--- src/rtl/stream_pkg.sv ---
// rtl/stream_pkg.sv - shared types and helpers for the stream word packer
package stream_pkg;

  localparam int DEFAULT_DATA_WIDTH = 32;
  localparam int MAX_RATIO          = 32;

  typedef enum logic {
    COLLECT = 1'b0,
    PENDING = 1'b1
  } packer_state_t;

  // Lanes 0..idx set; callers size-cast down to their own lane count.
  function automatic logic [MAX_RATIO-1:0] keep_mask(input int idx);
    logic [MAX_RATIO-1:0] m;
    m = '0;
    for (int i = 0; i < MAX_RATIO; i++) begin
      m[i] = (i <= idx);
    end
    return m;
  endfunction

endpackage

--- src/rtl/stream_word_packer_if.sv ---
// rtl/stream_word_packer_if.sv - narrow input stream and wide output beat of the packer
interface stream_word_packer_if
  import stream_pkg::*;
#(
  parameter int DATA_WIDTH = DEFAULT_DATA_WIDTH,
  parameter int RATIO      = 4
);
  logic                        in_valid;
  logic                        in_ready;
  logic [DATA_WIDTH-1:0]       in_data;
  logic                        in_last;
  logic                        out_valid;
  logic                        out_ready;
  logic [DATA_WIDTH*RATIO-1:0] out_data;
  logic [RATIO-1:0]            out_keep;
  logic                        out_last;

  modport slave (
    input  in_valid, in_data, in_last, out_ready,
    output in_ready, out_valid, out_data, out_keep, out_last
  );

  modport master (
    output in_valid, in_data, in_last, out_ready,
    input  in_ready, out_valid, out_data, out_keep, out_last
  );
endinterface

--- src/rtl/stream_word_packer.sv ---
// rtl/stream_word_packer.sv - packs RATIO narrow words into one wide beat with lane keep
module stream_word_packer
  import stream_pkg::*;
#(
  parameter int DATA_WIDTH = DEFAULT_DATA_WIDTH,
  parameter int RATIO      = 4,
  parameter int OUT_WIDTH  = DATA_WIDTH * RATIO
) (
  input logic                 clk,
  input logic                 rst,
  stream_word_packer_if.slave bus
);
  localparam int IDX_W = $clog2(RATIO);
  localparam logic [IDX_W-1:0] LAST_IDX = IDX_W'(RATIO - 1);

  packer_state_t        state_q, state_d;
  logic [OUT_WIDTH-1:0] acc_q, acc_d;
  logic [RATIO-1:0]     keep_q, keep_d;
  logic [IDX_W-1:0]     idx_q, idx_d;
  logic                 pend_last_q, pend_last_d;
  logic                 out_valid_q, out_valid_d;
  logic [OUT_WIDTH-1:0] out_data_q, out_data_d;
  logic [RATIO-1:0]     out_keep_q, out_keep_d;
  logic                 out_last_q, out_last_d;

  logic                 accept;
  logic                 complete;
  logic                 slot_free;
  logic [OUT_WIDTH-1:0] acc_ins;
  logic [RATIO-1:0]     keep_ins;

  assign bus.in_ready  = !rst && (state_q == COLLECT);
  assign bus.out_valid = out_valid_q;
  assign bus.out_data  = out_data_q;
  assign bus.out_keep  = out_keep_q;
  assign bus.out_last  = out_last_q;

  assign accept    = bus.in_valid && bus.in_ready;
  assign complete  = accept && ((idx_q == LAST_IDX) || bus.in_last);
  assign slot_free = !out_valid_q || bus.out_ready;

  always_comb begin
    acc_ins = acc_q;
    acc_ins[int'(idx_q) * DATA_WIDTH +: DATA_WIDTH] = bus.in_data;
    keep_ins = keep_q | RATIO'(keep_mask(int'(idx_q)));

    state_d     = state_q;
    acc_d       = acc_q;
    keep_d      = keep_q;
    idx_d       = idx_q;
    pend_last_d = pend_last_q;
    out_valid_d = out_valid_q;
    out_data_d  = out_data_q;
    out_keep_d  = out_keep_q;
    out_last_d  = out_last_q;

    // A drain and a load on the same edge: the load below overrides this.
    if (out_valid_q && bus.out_ready) begin
      out_valid_d = 1'b0;
    end

    case (state_q)
      COLLECT: begin
        if (accept) begin
          if (complete) begin
            idx_d = '0;
            if (slot_free) begin
              out_valid_d = 1'b1;
              out_data_d  = acc_ins;
              out_keep_d  = keep_ins;
              out_last_d  = bus.in_last;
              acc_d       = '0;
              keep_d      = '0;
            end else begin
              acc_d       = acc_ins;
              keep_d      = keep_ins;
              pend_last_d = bus.in_last;
              state_d     = PENDING;
            end
          end else begin
            acc_d  = acc_ins;
            keep_d = keep_ins;
            idx_d  = idx_q + IDX_W'(1);
          end
        end
      end
      PENDING: begin
        if (slot_free) begin
          out_valid_d = 1'b1;
          out_data_d  = acc_q;
          out_keep_d  = keep_q;
          out_last_d  = pend_last_q;
          acc_d       = '0;
          keep_d      = '0;
          state_d     = COLLECT;
        end
      end
      default: state_d = COLLECT;
    endcase
  end

  always_ff @(posedge clk) begin
    if (rst) begin
      state_q     <= COLLECT;
      acc_q       <= '0;
      keep_q      <= '0;
      idx_q       <= '0;
      pend_last_q <= 1'b0;
      out_valid_q <= 1'b0;
      out_data_q  <= '0;
      out_keep_q  <= '0;
      out_last_q  <= 1'b0;
    end else begin
      state_q     <= state_d;
      acc_q       <= acc_d;
      keep_q      <= keep_d;
      idx_q       <= idx_d;
      pend_last_q <= pend_last_d;
      out_valid_q <= out_valid_d;
      out_data_q  <= out_data_d;
      out_keep_q  <= out_keep_d;
      out_last_q  <= out_last_d;
    end
  end

endmodule

--- src/flat_wrapper.sv ---
// flat-port wrapper written by rule: the top's interface ports become plain ports
module stream_word_packer_flat import stream_pkg::*;
#(
  parameter int DATA_WIDTH = DEFAULT_DATA_WIDTH,
  parameter int RATIO      = 4,
  parameter int OUT_WIDTH  = DATA_WIDTH * RATIO
)
  (clk, rst, bus_in_valid, bus_in_data, bus_in_last, bus_out_ready, bus_in_ready, bus_out_valid, bus_out_data, bus_out_keep, bus_out_last);
  stream_word_packer_if #(.DATA_WIDTH(DATA_WIDTH), .RATIO(RATIO)) bus_i ();
  input logic clk;
  input logic rst;
  input wire logic [$bits(bus_i.in_valid)-1:0] bus_in_valid;
  input wire logic [$bits(bus_i.in_data)-1:0] bus_in_data;
  input wire logic [$bits(bus_i.in_last)-1:0] bus_in_last;
  input wire logic [$bits(bus_i.out_ready)-1:0] bus_out_ready;
  output wire logic [$bits(bus_i.in_ready)-1:0] bus_in_ready;
  output wire logic [$bits(bus_i.out_valid)-1:0] bus_out_valid;
  output wire logic [$bits(bus_i.out_data)-1:0] bus_out_data;
  output wire logic [$bits(bus_i.out_keep)-1:0] bus_out_keep;
  output wire logic [$bits(bus_i.out_last)-1:0] bus_out_last;
  assign bus_i.in_valid = bus_in_valid;
  assign bus_i.in_data = bus_in_data;
  assign bus_i.in_last = bus_in_last;
  assign bus_i.out_ready = bus_out_ready;
  assign bus_in_ready = bus_i.in_ready;
  assign bus_out_valid = bus_i.out_valid;
  assign bus_out_data = bus_i.out_data;
  assign bus_out_keep = bus_i.out_keep;
  assign bus_out_last = bus_i.out_last;
  stream_word_packer #(.DATA_WIDTH(DATA_WIDTH), .RATIO(RATIO), .OUT_WIDTH(OUT_WIDTH)) u_core (.clk(clk), .rst(rst), .bus(bus_i));
endmodule
--- config.mk ---
export PLATFORM = sky130hd
export DESIGN_NAME = stream_word_packer_flat
export DESIGN_NICKNAME = d
export VERILOG_FILES = /design/src/rtl/stream_pkg.sv /design/src/rtl/stream_word_packer_if.sv /design/src/rtl/stream_word_packer.sv /design/src/flat_wrapper.sv
export SDC_FILE = /design/constraint.sdc
export NUM_CORES = 1
export LEC_CHECK = 0
export CAP_MARGIN = 20
export CELL_PAD_IN_SITES_DETAIL_PLACEMENT = 1
export CELL_PAD_IN_SITES_GLOBAL_PLACEMENT = 2
export CORE_ASPECT_RATIO = 0.8
export CORE_MARGIN = 3
export CORE_UTILIZATION = 34
export DETAILED_ROUTE_END_ITERATION = 10
export PLACE_DENSITY = 0.78
export REMOVE_ABC_BUFFERS = 1
export SLEW_MARGIN = 20
export SYNTH_ARGS = -nofsm -noshare
export SYNTH_HDL_FRONTEND = slang
export SYNTH_SLANG_ARGS = --single-unit
--- constraint.sdc ---
create_clock -name clk -period 2.3 [get_ports clk]
set_clock_uncertainty 0.1 [all_clocks]
set_input_delay 0.23 -clock clk [delete_from_list [all_inputs] [get_ports clk]]
set_output_delay 0.23 -clock clk [all_outputs]
set_load 0.01 [all_outputs]
==> summary by stage <==
Status
The run finished with clean final reports.

Timing
The final clock period utilization by the worst path is 0.958. The worst hold-check slack is 0.328 ns. Measured against its own limit, the worst slew margin works out to 0.512. In the post-route analysis, the smallest setup slack over all paths is 0.0961 ns. The number of setup violations in the final report is 0. The number of max-slew violations in the final report is 0. The count of final hold-check violations is 0. Setup repair after global routing left no endpoint under its margin. The maximum clock rate is 454 MHz.

The final critical path time including I/O delays and setup is 2.20 ns. For the pin with the worst max-slew slack, the measured transition is 0.730 ns.

Logic synthesis
Yosys printed 0 warnings. The count of flip-flops with a built-in enable after synthesis is 0. The fraction of synthesis flops using an asynchronous set or reset pin is 0. The dominant synthesized flop cell is dfxtp_1. In the synthesized netlist, the number of instances is 969. The per-instance average area after synthesis is 10.6 um^2. The count of distinct cell types in the synthesized netlist is 40. The netlist area before placement is 0.0103 mm^2. The post-synthesis register bit count is 270. For this run, the register share of the synthesized area comes to 0.527.

Worst setup path
The data arrival at the endpoint of the critical path is 1.87 ns. The startpoint type of the worst setup path is a flip-flop. The stage delay of the slowest cell on the critical path is 0.57 ns. On the critical path the largest part of the delay comes from buffers and inverters.

Data on the critical path is required at its endpoint by 1.97 ns. The slowest cell on the critical path is clkdlybuf4s50_1. The worst setup path is captured at a primary output. The setup slack on the worst flop-to-flop path is 0.12 ns. For the worst flop-to-flop path, the logic depth is 7.

In this run the critical register-to-register path is launched from u_core.idx_q[0]$_SDFFE_PP0P_. Walking the worst path, the cells encountered are buf_4 > nor2_1 > clkdlybuf4s50_1. The capturing instance or port of the critical path is bus_in_ready.

The worst register-to-register path ends at u_core.acc_q[74]$_SDFFE_PP0P_. The critical path starts at u_core.state_q$_SDFF_PP0_. The number of stages on the worst setup path is 3. The start-to-end type of the worst setup path is reg -> out. Counting both buffers and inverters, the worst setup path holds a total of 2. In this run the worst path has a maximum fanout of 6.

Place
Timing analysis after detailed placement gives a worst setup slack of -0.155 ns. The placer's final routability congestion estimate is 0.807. The estimated wirelength of the detail-placed design is 22,800 um.

The number of buffers added on ports is 171.

Detailed routing
The detailed-route via count is 8,937. The count of nets left with antenna violations once routing finished came out at 0. Dividing the detail-routed via count by the number of cells gives 5.78.

The detailed-route wire length is 37,500 um. The starting DRC count in detailed routing is 673. The first-pass iteration count of the detailed router is 5. The detailed-route DRC error count is 0. After detailed routing, the average wire length per cell comes to 24.2 um.

Power and ir drop
Of the total power, the share spent switching nets is 0.248. Of the total power, the clock network draws 0.445. The switching power is 0.00263 W. Across the VDD grid, the largest voltage drop is 0.000547 V. Summed over all cells, the static leakage comes to 4.71 nW. The power per cell area is 766 mW/mm^2. The share of total power in sequential cells is 0.457.

Of the total power, combinational logic draws 0.098. Cell internal power was estimated by the tool at 0.00796 W. The design draws 0.0106 W.

Finish
The final design utilization is 0.469. The number of nets in the layout is 1,163. Of the cells placed in the final design, the portion with a size suffix greater than 1 is 0.127. In the layout the commonest cells are dfxtp_1 (269), clkdlybuf4s50_1 (170), a22oi_1 (127). The area growth from synthesis to layout is 34.9%.

The number of antenna diodes in the final layout is 0. The most common cell after layout, fill and taps aside is dfxtp_1.

GRT
For met2 alone, demand over resource in global routing was 0.355. The combined global-route utilization of all metal layers is 0.224. The via count of the first global-routing pass is 9,216.

The met1 usage in global routing is 0.326. The total overflow left after global routing is 0. The global routing usage on met3 is 0.0353. The number of antenna violations at the first check in global routing is 0. The first global-routing pass estimated 57,900 um of wire. The layer flagged by global routing as most heavily used is met2. The largest net degree at the start of global routing is 96.

Die
172 I/O pins were placed. The effective utilization at floorplan is 0.348. The die extent in y is 161 um. The core area is 0.0295 mm^2.

The floorplan step defined a die boundary enclosing 0.0323 mm^2. The number of rows created at floorplan is 56. The die width is 200 um.

Clock tree
The post-CTS clock slew at the launch and capture registers of the worst setup and hold paths is 0.06 ns. The TritonCTS sink count is 270. The post-CTS setup-driven buffer insertion count is 0.

The root buffer cell is clkbuf_16. The number of buffers on the longest clock path is 3. The clock reaches the later pin of the worst-skew pair after 0.54 ns. TritonCTS built the clock tree. The number of clock buffers added by TritonCTS is 29. The number of levels the H-tree was split into is 1.

Min path
The min-delay analysis places its worst path in the category in -> reg.

Job
The number of maximum-capacitance constraint violations is 0.
==> layout make-up <==
class	instances	area [um^2]
fillers	3144	15700
flip-flops and latches	270	5410
multi-input cells	589	4520
repair buffers	225	2420
clock buffers	40	837
well taps	406	508
clock inverters	13	125
inverters	4	15.0
==> per-layer routing <==
| layer | share of wire | vias to the layer above |
|---|---|---|
| met1 | 0.48 | 4510 |
| li1 | - | 4086 |
| met5 | 0 | - |
| met3 | 0.054 | 56 |
| met4 | 0.017 | 0 |
| met2 | 0.45 | 285 |
==> cell families after synthesis <==
| kind of cell | share of synthesized area |
|---|---|
| DFF | 0.527 |
| buffers and inverters | 0.0483 |
| AOI/OAI and AO/OA | 0.366 |
| adders and majority gates | 0.00854 |
| muxes | 0.00195 |
| and+or+nand+nor | 0.0485 |
==> through the flow <==
step / TNS [ns] / instances / cell area, um^2
finish: 0 / 1547 / 13800
global route: 0 / 1547 / 13800
CTS: 0 / 1547 / 13800
detailed placement: -4.48 / 1492 / 12800
global placement: -4.15 / 1492 / 12800
floorplan: -420.39 / 862 / 9780
==> worst reg2reg max path, cell delays in order, from the launching register on <==
cell and delay, ns:
dfxtp_1 0.39, ha_1 0.22, nor2_1 0.10, buf_4 0.16, o21ai_1 0.53, nor3_4 0.14
buf_12 0.20, a22o_1 0.23
==> state kept, by name, summed over array words and instances (netlist names) <==
| register | count |
|---|---|
| u_core.bus.out_keep | 4 |
| u_core.pend_last_q | 1 |
| u_core.bus.out_valid | 1 |
| u_core.bus.out_data | 128 |
| u_core.idx_q | 2 |
| u_core.acc_q | 128 |
| u_core.state_q | 1 |
| u_core.bus.out_last | 1 |
| u_core.keep_q | 4 |
==> Yosys cell counts, types with 2 or more instances <==
master | count | area, um^2
buf_4 | 9 | 67.6
dfxtp_1 | 270 | 5410
nor2_1 | 14 | 52.6
a22o_1 | 126 | 1100
nor3_1 | 3 | 15.0
a22oi_1 | 127 | 953
ha_1 | 7 | 87.6
nand2_1 | 6 | 22.5
nor2_2 | 2 | 12.5
o21ai_1 | 3 | 15.0
a211oi_1 | 69 | 518
nand2b_1 | 8 | 50.1
o22ai_1 | 2 | 12.5
inv_1 | 3 | 11.3
nor3_2 | 4 | 40.0
buf_1 | 4 | 15.0
buf_2 | 35 | 175
a32oi_1 | 2 | 17.5
mux2i_1 | 2 | 20.0
a21oi_1 | 95 | 475
nand3_1 | 3 | 15.0
clkbuf_1 | 58 | 218
a211oi_2 | 11 | 138
o2bb2ai_1 | 52 | 455
nor3b_1 | 2 | 15.0
nor2b_1 | 35 | 219
a21o_1 | 4 | 30.0
==> worst min-delay path by stage <==
stage                                               startpoint                                    end  slack [ns]  cells past startpoint
after floorplan                                            rst  u_core.bus.out_data[116]$_SDFFE_PP0P_        0.19                      1
after global placement    u_core.bus.out_data[44]$_SDFFE_PP0P_   u_core.bus.out_data[44]$_SDFFE_PP0P_        0.35                      1
after detailed placement  u_core.bus.out_data[37]$_SDFFE_PP0P_   u_core.bus.out_data[37]$_SDFFE_PP0P_        0.35                      1
after CTS                                          bus_in_last        u_core.pend_last_q$_SDFFE_PP0P_        0.31                      3
after global routing                               bus_in_last        u_core.pend_last_q$_SDFFE_PP0P_        0.36                      3
final                                              bus_in_last        u_core.pend_last_q$_SDFFE_PP0P_        0.33                      3
==> power by group through the flow <==
stage	clock network (W)	registers [W]	logic, W
2_1_floorplan	0	0.00496	0.000369
3_3_place_gp	0	0.00494	0.00101
3_5_place_dp	0	0.00494	0.00102
4_1_cts	0.00480	0.00484	0.00103
5_1_grt	0.00501	0.00485	0.00112
6_report	0.00472	0.00484	0.00104
==> what timing repair did <==
| action | 4_1_cts | 5_1_grt |
|---|---|---|
| resized for setup | 2 | 9 |
| endpoints found under the hold margin | 2 | 0 |
| gates cloned | 1 | 0 |
| pin swaps | 1 | 0 |
| hold buffers | 1 | 0 |
| setup endpoints to repair | 31 | 63 |
(Power assumes the default switching activity.)
